$ cat src/rtl/alu_arbiter.sv
// Two-requester front end to a single shared ALU: arbitrates, executes one operation,
// then holds the result until the consumer takes it.
module alu_arbiter #(
  parameter int unsigned WIDTH = 32,
  parameter bit          RR_EN = 1'b1
) (
  input  logic             clk,
  input  logic             reset,
  input  logic             req0_valid,
  output logic             req0_ready,
  input  logic [3:0]       req0_ctl,
  input  logic [WIDTH-1:0] req0_a,
  input  logic [WIDTH-1:0] req0_b,
  input  logic             req1_valid,
  output logic             req1_ready,
  input  logic [3:0]       req1_ctl,
  input  logic [WIDTH-1:0] req1_a,
  input  logic [WIDTH-1:0] req1_b,
  output logic             rsp_valid,
  input  logic             rsp_ready,
  output logic             rsp_id,
  output logic [WIDTH-1:0] rsp_result,
  output logic             rsp_zero,
  output logic             rsp_err
);

  typedef enum logic [1:0] {StIdle, StExec, StResp} state_e;

  state_e           state_q;
  logic             prio_q;  // requester that wins when both are valid
  logic [3:0]       ctl_q;
  logic [WIDTH-1:0] a_q;
  logic [WIDTH-1:0] b_q;
  logic             gnt0;
  logic             gnt1;
  logic [WIDTH-1:0] alu_res;
  logic             alu_err;

  // Grant is recomputed every idle cycle from the current valids.
  always_comb begin
    gnt0 = 1'b0;
    gnt1 = 1'b0;
    if (state_q == StIdle && !reset) begin
      if (req0_valid && req1_valid) begin
        if (RR_EN && prio_q) gnt1 = 1'b1;
        else                 gnt0 = 1'b1;
      end else begin
        gnt0 = req0_valid;
        gnt1 = req1_valid;
      end
    end
  end

  assign req0_ready = gnt0;
  assign req1_ready = gnt1;
  assign rsp_valid  = (state_q == StResp);

  always_comb begin
    alu_res = '0;
    alu_err = 1'b0;
    case (ctl_q)
      4'd0:    alu_res = a_q & b_q;
      4'd1:    alu_res = a_q | b_q;
      4'd2:    alu_res = a_q + b_q;
      4'd6:    alu_res = a_q - b_q;
      4'd7:    alu_res[0] = (a_q < b_q);
      4'd12:   alu_res = ~(a_q | b_q);
      default: alu_err = 1'b1;
    endcase
  end

  always_ff @(posedge clk or posedge reset) begin
    if (reset) begin
      state_q    <= StIdle;
      prio_q     <= 1'b0;
      ctl_q      <= '0;
      a_q        <= '0;
      b_q        <= '0;
      rsp_id     <= 1'b0;
      rsp_result <= '0;
      rsp_zero   <= 1'b0;
      rsp_err    <= 1'b0;
    end else begin
      case (state_q)
        StIdle: begin
          if (gnt0 || gnt1) begin
            ctl_q   <= gnt1 ? req1_ctl : req0_ctl;
            a_q     <= gnt1 ? req1_a : req0_a;
            b_q     <= gnt1 ? req1_b : req0_b;
            rsp_id  <= gnt1;
            prio_q  <= ~gnt1;
            state_q <= StExec;
          end
        end
        StExec: begin
          rsp_result <= alu_res;
          rsp_zero   <= (alu_res == '0);
          rsp_err    <= alu_err;
          state_q    <= StResp;
        end
        StResp: begin
          if (rsp_ready) state_q <= StIdle;
        end
        default: state_q <= StIdle;
      endcase
    end
  end

endmodule
$ cat config.mk
export PLATFORM = sky130hd
export DESIGN_NAME = alu_arbiter
export DESIGN_NICKNAME = d
export VERILOG_FILES = /design/src/rtl/alu_arbiter.sv
export SDC_FILE = /design/constraint.sdc
export NUM_CORES = 1
export LEC_CHECK = 0
export ABC_AREA = 1
export CAP_MARGIN = 5
export CORE_MARGIN = 10
export CORE_UTILIZATION = 55
export CTS_CLUSTER_DIAMETER = 50
export DETAILED_ROUTE_END_ITERATION = 16
export PLACE_DENSITY = 0.81
export SETUP_SLACK_MARGIN = 0.4
export SYNTH_ARGS = -nofsm -noshare
export SYNTH_HDL_FRONTEND = slang
export SYNTH_SLANG_ARGS = --single-unit
$ cat constraint.sdc
create_clock -name clk -period 9.2 [get_ports clk]
set_clock_uncertainty 0.05 [all_clocks]
set_input_delay 2.76 -clock clk [delete_from_list [all_inputs] [get_ports clk]]
set_output_delay 2.76 -clock clk [all_outputs]
set_load 0.01 [all_outputs]
==> summary.md, run 1 <==
| Metric | Value |
|---|---|
| Global-route wire length before repair | 59,600 um |
| Max cap viols | 0 |
| Layout net count | around 2,200 |
| Worst Tran Pin Value | approximately 1.2 ns |
| Clock transition at path regs | 0.07 ns |
| PwrDens | 393 nW/um^2 |
| Synth warnings | 0 |
| DP Area | 12,900 sq um |
| Pins Over Slew Limit | 0 |
| Area of the multi-input gates | 6930 sq um |
| Vias in the first global route | 11,300 |
| Peak VDD IR | 181 uV |
| Crit path max fanout | 4 |
| Fill cells | 1,833 |
| Gate power share | 0.763 |
| DR iter-0 viols | between 1,000 and 1,500 |
| NetSw | 3.08 mW |
| Ys async rst share | 1.00 |
| Antenna-violating nets left | 0 |
| Antenna cells | 0 |
| Starting Density | 0.565 |
| Total CTS buffers | 9 |
| Crit. End Element | primary output |
| RSZ-0062 raised after global routing | no |
| Startpoint Class | primary input |
| Switching fraction of total power | 0.592 |
| Cts hold-fix bufs | 0 |
| TNS Setup | 0 ns |
| Most common cell after layout, fill and taps aside | nand2_1 |
| Non-Filler Cell Area, Final | between 10,000 and 15,000 sq um |
| Post-synthesis cell count | 1,826 |
| Post-CTS resize count | 0 |
| Syn_nets | 2,074 |
| Synth Cell Area | about 11,000 sq um |
| Sequential area share after synthesis | 0.239 |
| Post-synth top area share | 0.239 |
| Routed WL | around 38,000 um |
| Die H | 162 um |
| Area delta synth->final | 19.0% |
| Most used DFF post-synth | dfrtp_1 |
| Crit Path Class | in -> out |
| EDFF count, synth | 0 |
| Syn avg cell area | 6.08 sq um |
| Synthesized flop and latch total | 106 |
| Clock power frac | 0.080 |
| I/O pin total | between 150 and 200 |
| Routability cong. | 1.04 |
| Register area | 2650 sq um |
| Req. time, crit path | 6.39 ns |
| M1 GR Usage | 0.389 |
| Clock Tree Buf Depth | 2 |
| HPWL reported at the end of detailed placement | 31,200 um |
| H-Tree Depth | 3 |
| Endpoints failing hold | 0 |
| Die ar. | 26,300 sq um |
| Synth cell types | 39 |
| Root buffer cell | clkbuf_16 |
| Residual DRC | 0 |
| Clock latency on the worst-skew pair | 0.37 ns |
| Arr. time, crit path | 4.78 ns |
| CTS tree | built |
| Routing usage on met2 | 0.432 |
| Leak | between 6 and 7 nW |
| Post-synth top area cell | dfrtp_1 |
| CORE AREA | slightly below 20,000 sq um |
| Sink Count | 106 |
| Hold Path Class | reg -> reg |
| Post-CTS Setup Bufs | 0 |
| Period Utilization, post-route | 0.825 |
| Placement row count | approximately 50 |
| Slew headroom | 0.210 |
| Largest net degree at the start of global routing | 70 |
| Initial antenna violation count | 0 |
| Minimum clock period | 7.59 ns |
| Status | complete, no violations |
| Routed via count | 12,000 |
| Overall Global Routing Usage | 0.283 |
| Leading cell types in the layout, fill and taps excluded | nand2_1 (671), inv_1 (299), clkdlybuf4s50_1 (178), nor2_1 (175), nand3_1 (141) |
| DIE WIDTH | about 160 um |
| M3 GR Usage | 0.0675 |
| Share of layout cells above drive strength 1 | 0.0311 |
| Fmax | around 0.13 GHz |
| Sequential power share | 0.156 |
| Total congestion overflow | 0 |
| Avg Vias per Cell | around 5.4 |
| DRT Pass-1 Iters | 6 |
| Final setup fails | 0 |
| Wire length per cell | between 15 and 20 um |
| Internal | 2.12 mW |
| Gr busiest metal | met2 |
| Number of port buffers | 178 |
| Ranking of synthesized cells by area | dfrtp_1 (24%), nand2_1 (23%), ha_1 (12%), inv_1 (10%), nand3_1 (6.4%) |
-- critical path, cell delays in order --
cell and delay (ns):
clkdlybuf4s50_1 0.46, nor3_1 0.61, nand2_1 0.27, inv_2 0.12, clkdlybuf4s50_1 0.55
-- Yosys cell counts (all sizes together), types with 5 or more instances --
library cell,count
a221oi,24
o21bai,5
o211ai,68
buf,42
a21oi,44
nand3,145
nor2,187
inv,307
o21ai,29
nand4,18
nor3,17
ha,105
nand2,679
dfrtp,106
clkbuf,22
-- power groups by stage --
stage / clock (mW) / sequential [mW] / combinational (mW)
floorplan: 0 / 0.804 / 2.81
global placement: 0 / 0.801 / 3.78
detailed placement: 0 / 0.821 / 3.84
CTS: 0.420 / 0.813 / 3.86
global route: 0.438 / 0.842 / 4.42
finish: 0.416 / 0.814 / 3.97
-- logic make-up (layout without fill, tap and decap cells) --
group,count (synthesis),in the layout,synth area share
buffers and inverters,372,509,0.137
xor gates and xnor gates,1,1,0.000788
and+or+nand+nor,1057,1057,0.391
DFF,106,106,0.239
adders and majority gates,107,107,0.122
AOI/OAI and AO/OA,183,183,0.110
-- metrics by stage --
| step | setup slack [ns] | util | cells | hold WS, ns | total power [mW] |
|---|---|---|---|---|---|
| finish | 1.61 | 0.673 | 2228 | 0.433 | 5.20 |
| global route | 1.49 | 0.673 | 2228 | 0.460 | 5.70 |
| CTS | 1.61 | 0.673 | 2228 | 0.434 | 5.09 |
| detailed placement | 1.61 | 0.657 | 2212 | 0.416 | 4.66 |
| global placement | 1.69 | 0.657 | 2212 | 0.412 | 4.58 |
| floorplan | 2.92 | - | 1826 | 0.448 | 3.61 |
-- area by class of cell --
| class | instances | share of cell area |
|---|---|---|
| flip-flops and latches | 106 | 0.201 |
| clock buffers | 10 | 0.0181 |
| inverters | 308 | 0.0876 |
| well taps | 265 | 0.0251 |
| multi-input cells | 1348 | 0.525 |
| clock inverters | 6 | 0.00530 |
| repair buffers | 185 | 0.139 |
-- sequential cells by signal, indices dropped and copies added (netlist names) --
signal and cells:
b_q 32, prio_q 1, a_q 32, rsp_zero 1
ctl_q 4, rsp_result 32, rsp_id 1, state_q 2
rsp_err 1
-- layer usage --
| metal | share of wire | wire, um |
|---|---|---|
| met5 | 0 | 0 |
| met2 | 0.44 | 16300 |
| met1 | 0.44 | 16600 |
| met4 | 0.021 | 800 |
| met3 | 0.10 | 3830 |
-- final timing paths --
| check | startpoint | endpoint | slack [ns] | cells past startpoint |
|---|---|---|---|---|
| setup / recovery | reset | req0_ready | 1.61 | 5 |
| hold / removal | rsp_result[21]$_DFFE_PP0N_ | rsp_result[21]$_DFFE_PP0N_ | 0.43 | 2 |
| setup reg to reg | a_q[7]$_DFFE_PP0P_ | rsp_zero$_DFFE_PP0N_ | 6.19 | 17 |
| hold reg to reg | rsp_result[21]$_DFFE_PP0N_ | rsp_result[21]$_DFFE_PP0N_ | 0.43 | 2 |
| max in group asynchronous | reset | a_q[28]$_DFFE_PP0P_ | 5.15 | 3 |
| min in group asynchronous | reset | state_q[1]$_DFFE_PP0P_ | 2.79 | 2 |
(Power assumes the default switching activity.)
==> run 2: changes to the inputs <==
Settings changed: CORE_UTILIZATION 55 to 50, PLACE_DENSITY 0.81 to 0.77.
Clock period 9.2 ns to 6.95 ns, I/O delays scaled along.
==> run 2 against run 1 <==
Against the previous run:
- register-to-register slack worse by 2.3 ns
- combinational power up 35%
- hold slack lost 0.0040 ns
- sequential power increased by 31%
- routed wire length rose by 2.7%
- critical endpoint unchanged
- highest routed layer unchanged
==> summary.md, run 2 (synthesis gave the netlist of run 1 again) <==
| Metric | Value |
|---|---|
| Req. time, crit path | between 4 and 5 ns |
| Total CTS buffers | 9 |
| Starting Density | 0.509 |
| DR iter-0 viols | 1,172 |
| Total power | 6.97 mW |
| Sequential power share | 0.153 |
| Clock Tree Buf Depth | 2 |
| Sink Count | between 100 and 150 |
| Reg2Reg Depth | 18 |
| Post-route core utilization | 0.609 |
| Vias in the first global route | around 11,000 |
| Fill cells | 2,105 |
| Max cap viols | 0 |
| M3 GR Usage | 0.0618 |
| Die ar. | 28,600 sq um |
| Overall Global Routing Usage | 0.264 |
| Wire length per cell | 17.2 um |
| CORE AREA | 21,800 sq um |
| Clock transition at path regs | around 0.080 ns |
| Biggest regs | a_q (32), b_q (32), rsp_result (32) |
| Antenna-violating nets left | 0 |
| Internal | 2.83 mW |
| Fmax | 0.162 GHz |
| Routed via count | 12,000 |
| Peak VDD IR | ~210 uV |
| Hold_sp | rsp_result[27]$_DFFE_PP0N_ |
| Pins Over Slew Limit | 0 |
| Total congestion overflow | 0 |
| Endpoints failing hold | 0 |
| Die H | between 150 and 200 um |
| Root buffer cell | clkbuf_16 |
| Flop2flop setup slack | 3.85 ns |
| Post-CTS resize count | 0 |
| Most common cell after layout, fill and taps aside | nand2_1 |
| R2R Path Start | b_q[0]$_DFFE_PP0P_ |
| M1 GR Usage | 0.373 |
| H-Tree Depth | 3 |
| Worst Tran Pin Value | 0.833 ns |
| Cts hold-fix bufs | 0 |
| Global-route wire length before repair | 60,500 um |
| Leak | 7.02 nW |
| DIE WIDTH | 169 um |
| Hold slack | 0.429 ns |
| Routing usage on met2 | 0.404 |
| RSZ-0062 raised after global routing | no |
| Gate power share | 0.765 |
| Startpoint Class | primary input |
| PwrDens | between 500 and 600 nW/um^2 |
| Layout net count | 2,207 |
| Leading cell types in the layout, fill and taps excluded | nand2_1 (671), inv_1 (299), clkdlybuf4s50_1 (178), nor2_1 (175), nand3_1 (141) |
| Post-Place Worst Slack | 0.779 ns |
| DRT Pass-1 Iters | 6 |
| Routed WL | 38,600 um |
| Share of layout cells above drive strength 1 | 0.0316 |
| Crit path max fanout | 4 |
| Gr busiest metal | met2 |
| Clock latency on the worst-skew pair | 0.37 ns |
| NetSw | 4.14 mW |
| HPWL reported at the end of detailed placement | roughly 32,000 um |
| Final setup fails | 0 |
| R2r endpoint | rsp_zero$_DFFE_PP0N_ |
| TNS Setup | 0 ns |
| Hold Path End | rsp_result[27]$_DFFE_PP0N_ |
| Number of port buffers | 178 |
| Placement row count | 54 |
| Crit. End Element | primary output |
| Routability cong. | approximately 1.0 |
| Avg Vias per Cell | 5.33 |
| Area delta synth->final | 19.6% |
| Largest net degree at the start of global routing | 70 |
| I/O pin total | 179 |
| Minimum clock period | 6.18 ns |
| Period Utilization, post-route | 0.889 |
| Initial antenna violation count | 1 |
| Post-CTS Setup Bufs | 0 |
| Residual DRC | 0 |
| Hold Path Class | reg -> reg |
| Antenna cells | 0 |
| Arr. time, crit path | roughly 4.1 ns |
| Clock power frac | 0.082 |
| Worst setup margin | just under 0.8 ns |
| CTS tree | built |
| Switching fraction of total power | 0.594 |
| Slew headroom | 0.445 |
| Hold path depth | 2 |
| Crit Path Class | in -> out |
| Status | complete, no violations |
==> run 2: cell types whose count changed in the layout (fill, tap and decap cells not counted), sizes merged <==
cell,previous run,this run
buf,7,8
==> run 2: worst max-delay path by stage <==
stage / start / to / cells after the start
after CTS: reset / req0_ready / 5
after floorplan: reset / req0_ready / 4
after detailed placement: reset / req0_ready / 5
after global placement: reset / req0_ready / 5
final: reset / req0_ready / 5
after global routing: reset / req0_ready / 5
==> run 2: through the flow <==
step / std cells / instance area [sq um]
6_report: 2244 / 13300
5_1_grt: 2244 / 13300
4_1_cts: 2242 / 13200
3_5_place_dp: 2226 / 12900
3_3_place_gp: 2226 / 12900
2_1_floorplan: 1826 / 11100
==> run 2: per-layer routing <==
layer,share of wire,wire length (um),vias to the layer above
met5,0,0,-
met1,0.45,17400,5439
met2,0.43,16500,521
li1,-,-,5967
met3,0.11,4220,27
met4,0.010,398,0
==> run 2: layout make-up <==
type / count / area, sq um / area share
tap: 280 / 350 / 0.0264
sequential: 106 / 2650 / 0.200
clock inverter: 6 / 81.3 / 0.00612
inverter: 308 / 1160 / 0.0872
clock buffer: 10 / 239 / 0.0180
timing repair buffer: 186 / 1870 / 0.141
multi-input combinational: 1348 / 6930 / 0.522
==> run 2: power groups by stage <==
stage               registers (mW)  clock network, mW  logic, mW
finish                        1.07              0.574       5.34
global route                  1.11              0.593       5.91
CTS                           1.07              0.574       5.18
detailed placement            1.08                  0       5.15
global placement              1.06                  0       5.10
floorplan                     1.06                  0       3.71
==> run 2: critical path, cell delays in order <==
cell and delay [ns]:
clkdlybuf4s50_1 0.46, nor3_1 0.57, nand2_1 0.28, inv_2 0.11, clkdlybuf4s50_1 0.54
==> run 3: changes to the inputs <==
Settings changed: ABC_AREA 1 to not set, CELL_PAD_IN_SITES_DETAIL_PLACEMENT set to 2, CELL_PAD_IN_SITES_GLOBAL_PLACEMENT set to 2, CORE_UTILIZATION 50 to 29, PLACE_DENSITY 0.77 to 0.78.
==> run 3 against run 2 <==
Against the previous run:
- flip-flop and latch count unchanged
- highest routed layer unchanged
- design area shrank 6.6%
- critical path depth unchanged
- sequential share of layout area rose by 1.4 points
- area after synthesis is 11% lower
- worst setup slack improved by 0.34 ns
- non-clock buffer count up 10
==> summary.md, run 3 <==
| Metric | Value |
|---|---|
| Status | complete, no violations |
| Req. time, crit path | 4.82 ns |
| Syn avg cell area | just over 8 sq um |
| Crit path depth | 5 |
| Final setup fails | 0 |
| Top cells by count, synth | o21ai_0 (119), dfrtp_1 (106), ha_1 (105) |
| Post-Place Worst Slack | 1.12 ns |
| Post-synth top area share | 0.268 |
| CP Cell Sequence | clkdlybuf4s50_1, nor3_1, buf_4, and3_2, clkdlybuf4s50_1 |
| Die ar. | 42,000 sq um |
| Avg Vias per Cell | 5.75 |
| Hold_sp | rsp_result[31]$_DFFE_PP0N_ |
| Ys async rst share | 1.00 |
| Hold Path Class | reg -> reg |
| Crit. End Element | primary output |
| DR iter-0 viols | 733 |
| Area delta synth->final | 25.2% |
| Synthesized flop and latch total | 106 |
| Routed via count | slightly above 10,000 |
| Hold path depth | 1 |
| PwrDens | roughly 580 nW/um^2 |
| Share of layout cells above drive strength 1 | 0.0591 |
| Layout net count | 1,598 |
| Register area | 2650 sq um |
| DRT Pass-1 Iters | 4 |
| Vias in the first global route | 11,000 |
| Clock Tree Buf Depth | 2 |
| TNS Setup | 0 ns |
| Period Utilization, post-route | 0.841 |
| Post-synth top area cell | dfrtp_1 |
| Clock latency on the worst-skew pair | 0.38 ns |
| Starting Density | 0.295 |
| Wire length per cell | 23.7 um |
| H-Tree Depth | 3 |
| Crit Path Class | in -> out |
| Worst Setup SP | reset |
| Leak | 5.16 nW |
| EDFF count, synth | 0 |
| Slew headroom | 0.269 |
| DP Area | 12,100 sq um |
| Crit path buf inv count | 3 |
| Synth warnings | 0 |
| Post-synthesis cell count | between 1,000 and 1,500 |
| Startpoint Class | primary input |
| Worst Tran Pin Value | 1.07 ns |
| Routed WL | 42,800 um |
| Minimum clock period | 5.84 ns |
| Total congestion overflow | 0 |
| Leading cell types in the layout, fill and taps excluded | clkdlybuf4s50_1 (178), o21ai_0 (119), dfrtp_1 (106), ha_1 (105), inv_1 (100) |
| Fmax | 0.171 GHz |
| CORE AREA | 33,600 sq um |
| Total CTS buffers | 9 |
| Placement row count | 67 |
| Routability cong. | 0.914 |
| Peak VDD IR | about 190 uV |
| Most frequent cell on the critical path | clkdlybuf4s50_1 |
| RSZ-0062 raised after global routing | no |
| Top cell family by delay on the critical path | buffers and inverters |
| Total power | 7.16 mW |
| Sequential area share after synthesis | 0.268 |
| Clock transition at path regs | 0.07 ns |
| R2R Path Start | b_q[1]$_DFFE_PP0P_ |
| Reg2Reg Depth | 13 |
| Max cap viols | 0 |
| Area of the multi-input gates | 6570 sq um |
| Synth Cell Area | 9910 sq um |
| Initial antenna violation count | 1 |
| Fill cells | ~3,800 |
| Syn_nets | 1,476 |
| Worst setup margin | 1.11 ns |
| CTS tree | built |
| Root buffer cell | clkbuf_16 |
| Pins Over Slew Limit | 0 |
| Non-Filler Cell Area, Final | 12,400 sq um |
| Endpoints failing hold | 0 |
| Cts hold-fix bufs | 0 |
| Ranking of synthesized cells by area | dfrtp_1 (27%), ha_1 (13%), a22oi_1 (7.3%), o21ai_0 (6.0%), inv_1 (3.8%) |
| Slowest stage delay, CP | between 0.5 and 0.6 ns |
| Global-route wire length before repair | about 67,000 um |
| Crit-path slowest cell | clkdlybuf4s50_1 |
| Post-CTS resize count | 0 |
| Crit path max fanout | 4 |
| Synth cell types | 91 |
| DIE WIDTH | 205 um |
| Most used DFF post-synth | dfrtp_1 |
| Top-count cell post-synth | o21ai_0 |
| Biggest regs | a_q (32), b_q (32), rsp_result (32) |
| HPWL reported at the end of detailed placement | approximately 33,000 um |
| Residual DRC | 0 |
| Number of port buffers | 178 |
| Antenna-violating nets left | 0 |
| Post-CTS Setup Bufs | 0 |
| Overall Global Routing Usage | 0.201 |
| Sink Count | between 100 and 150 |
| Most common cell after layout, fill and taps aside | clkdlybuf4s50_1 |
| I/O pin total | 179 |
| Largest net degree at the start of global routing | 72 |
| Die H | 205 um |
| Arr. time, crit path | about 3.7 ns |
run 3: cell types whose count changed after synthesis, sizes merged, moves of 19 or more:
| cell | delta |
|---|---|
| a21oi | +29 |
| a22oi | +96 |
| buf | -19 |
| clkbuf | +40 |
| inv | -205 |
| nand2 | -588 |
| nand3 | -129 |
| nor2 | -107 |
| o211ai | -59 |
| o21ai | +97 |
run 3: power breakdown:
| part | internal (mW) | switching [mW] | total (mW) |
|---|---|---|---|
| combinational | 1.92 | 3.52 | 5.44 |
| clock | 0.323 | 0.254 | 0.577 |
| sequential | 0.907 | 0.233 | 1.14 |
| total | 3.15 | 4.01 | 7.16 |
run 3: logic make-up (layout without fill, tap and decap cells):
| kind of cell | after synthesis | count (layout) | share of synthesized area |
|---|---|---|---|
| XOR/XNOR | 9 | 9 | 0.00795 |
| buffers and inverters | 187 | 313 | 0.0737 |
| AO/OA/AOI/OAI | 477 | 477 | 0.327 |
| multiplexers | 23 | 23 | 0.0251 |
| adder cells (fa/ha/maj) | 107 | 107 | 0.137 |
| other | 0 | 2 | 0 |
| AND/OR/NAND/NOR | 319 | 319 | 0.162 |
| flip-flops | 106 | 106 | 0.268 |
run 3: path summary, 6_finish.rpt:
check | slack [ns] | endpoint
setup / recovery | 1.11 | req1_ready
hold / removal | 0.43 | rsp_result[31]$_DFFE_PP0N_
setup reg to reg | 2.51 | rsp_zero$_DFFE_PP0N_
hold reg to reg | 0.43 | rsp_result[31]$_DFFE_PP0N_
max in group asynchronous | 3.53 | a_q[22]$_DFFE_PP0P_
min in group asynchronous | 2.15 | state_q[0]$_DFFE_PP0P_
run 3: cell type report:
cell class                      instances  area share
Clock inverter                          5     0.00635
Timing Repair Buffer                  196       0.155
Inverter                              102      0.0310
Multi-Input combinational cell        935       0.529
Tap cell                              448      0.0451
Clock buffer                           10      0.0192
Sequential cell                       106       0.214
Antenna cell                            2    0.000403
run 3: layer usage:
metal	vias up	wire length (um)	GRT usage
li1	4765	-	-
met1	5322	20800	0.287
met2	264	19300	0.316
met3	22	2240	0.0284
met4	0	440	0.0431
met5	-	0	0
run 3: through the flow:
step,util,cells,hold slack [ns]
global placement,0.360,1787,0.415
global route,0.369,1802,0.467
finish,0.369,1804,0.434
floorplan,-,1228,0.430
CTS,0.369,1802,0.438
detailed placement,0.360,1787,0.420
run 3: worst reg2reg max path: cells and delay by family (launching register included):
| kind | cells | cell delay [ns] |
|---|---|---|
| AO/OA/AOI/OAI | 6 | 2.36 |
| AND/OR/NAND/NOR | 5 | 1.07 |
| flip-flops | 1 | 0.40 |
| adder cells (fa/ha/maj) | 1 | 0.32 |
| buffers and inverters | 1 | 0.13 |
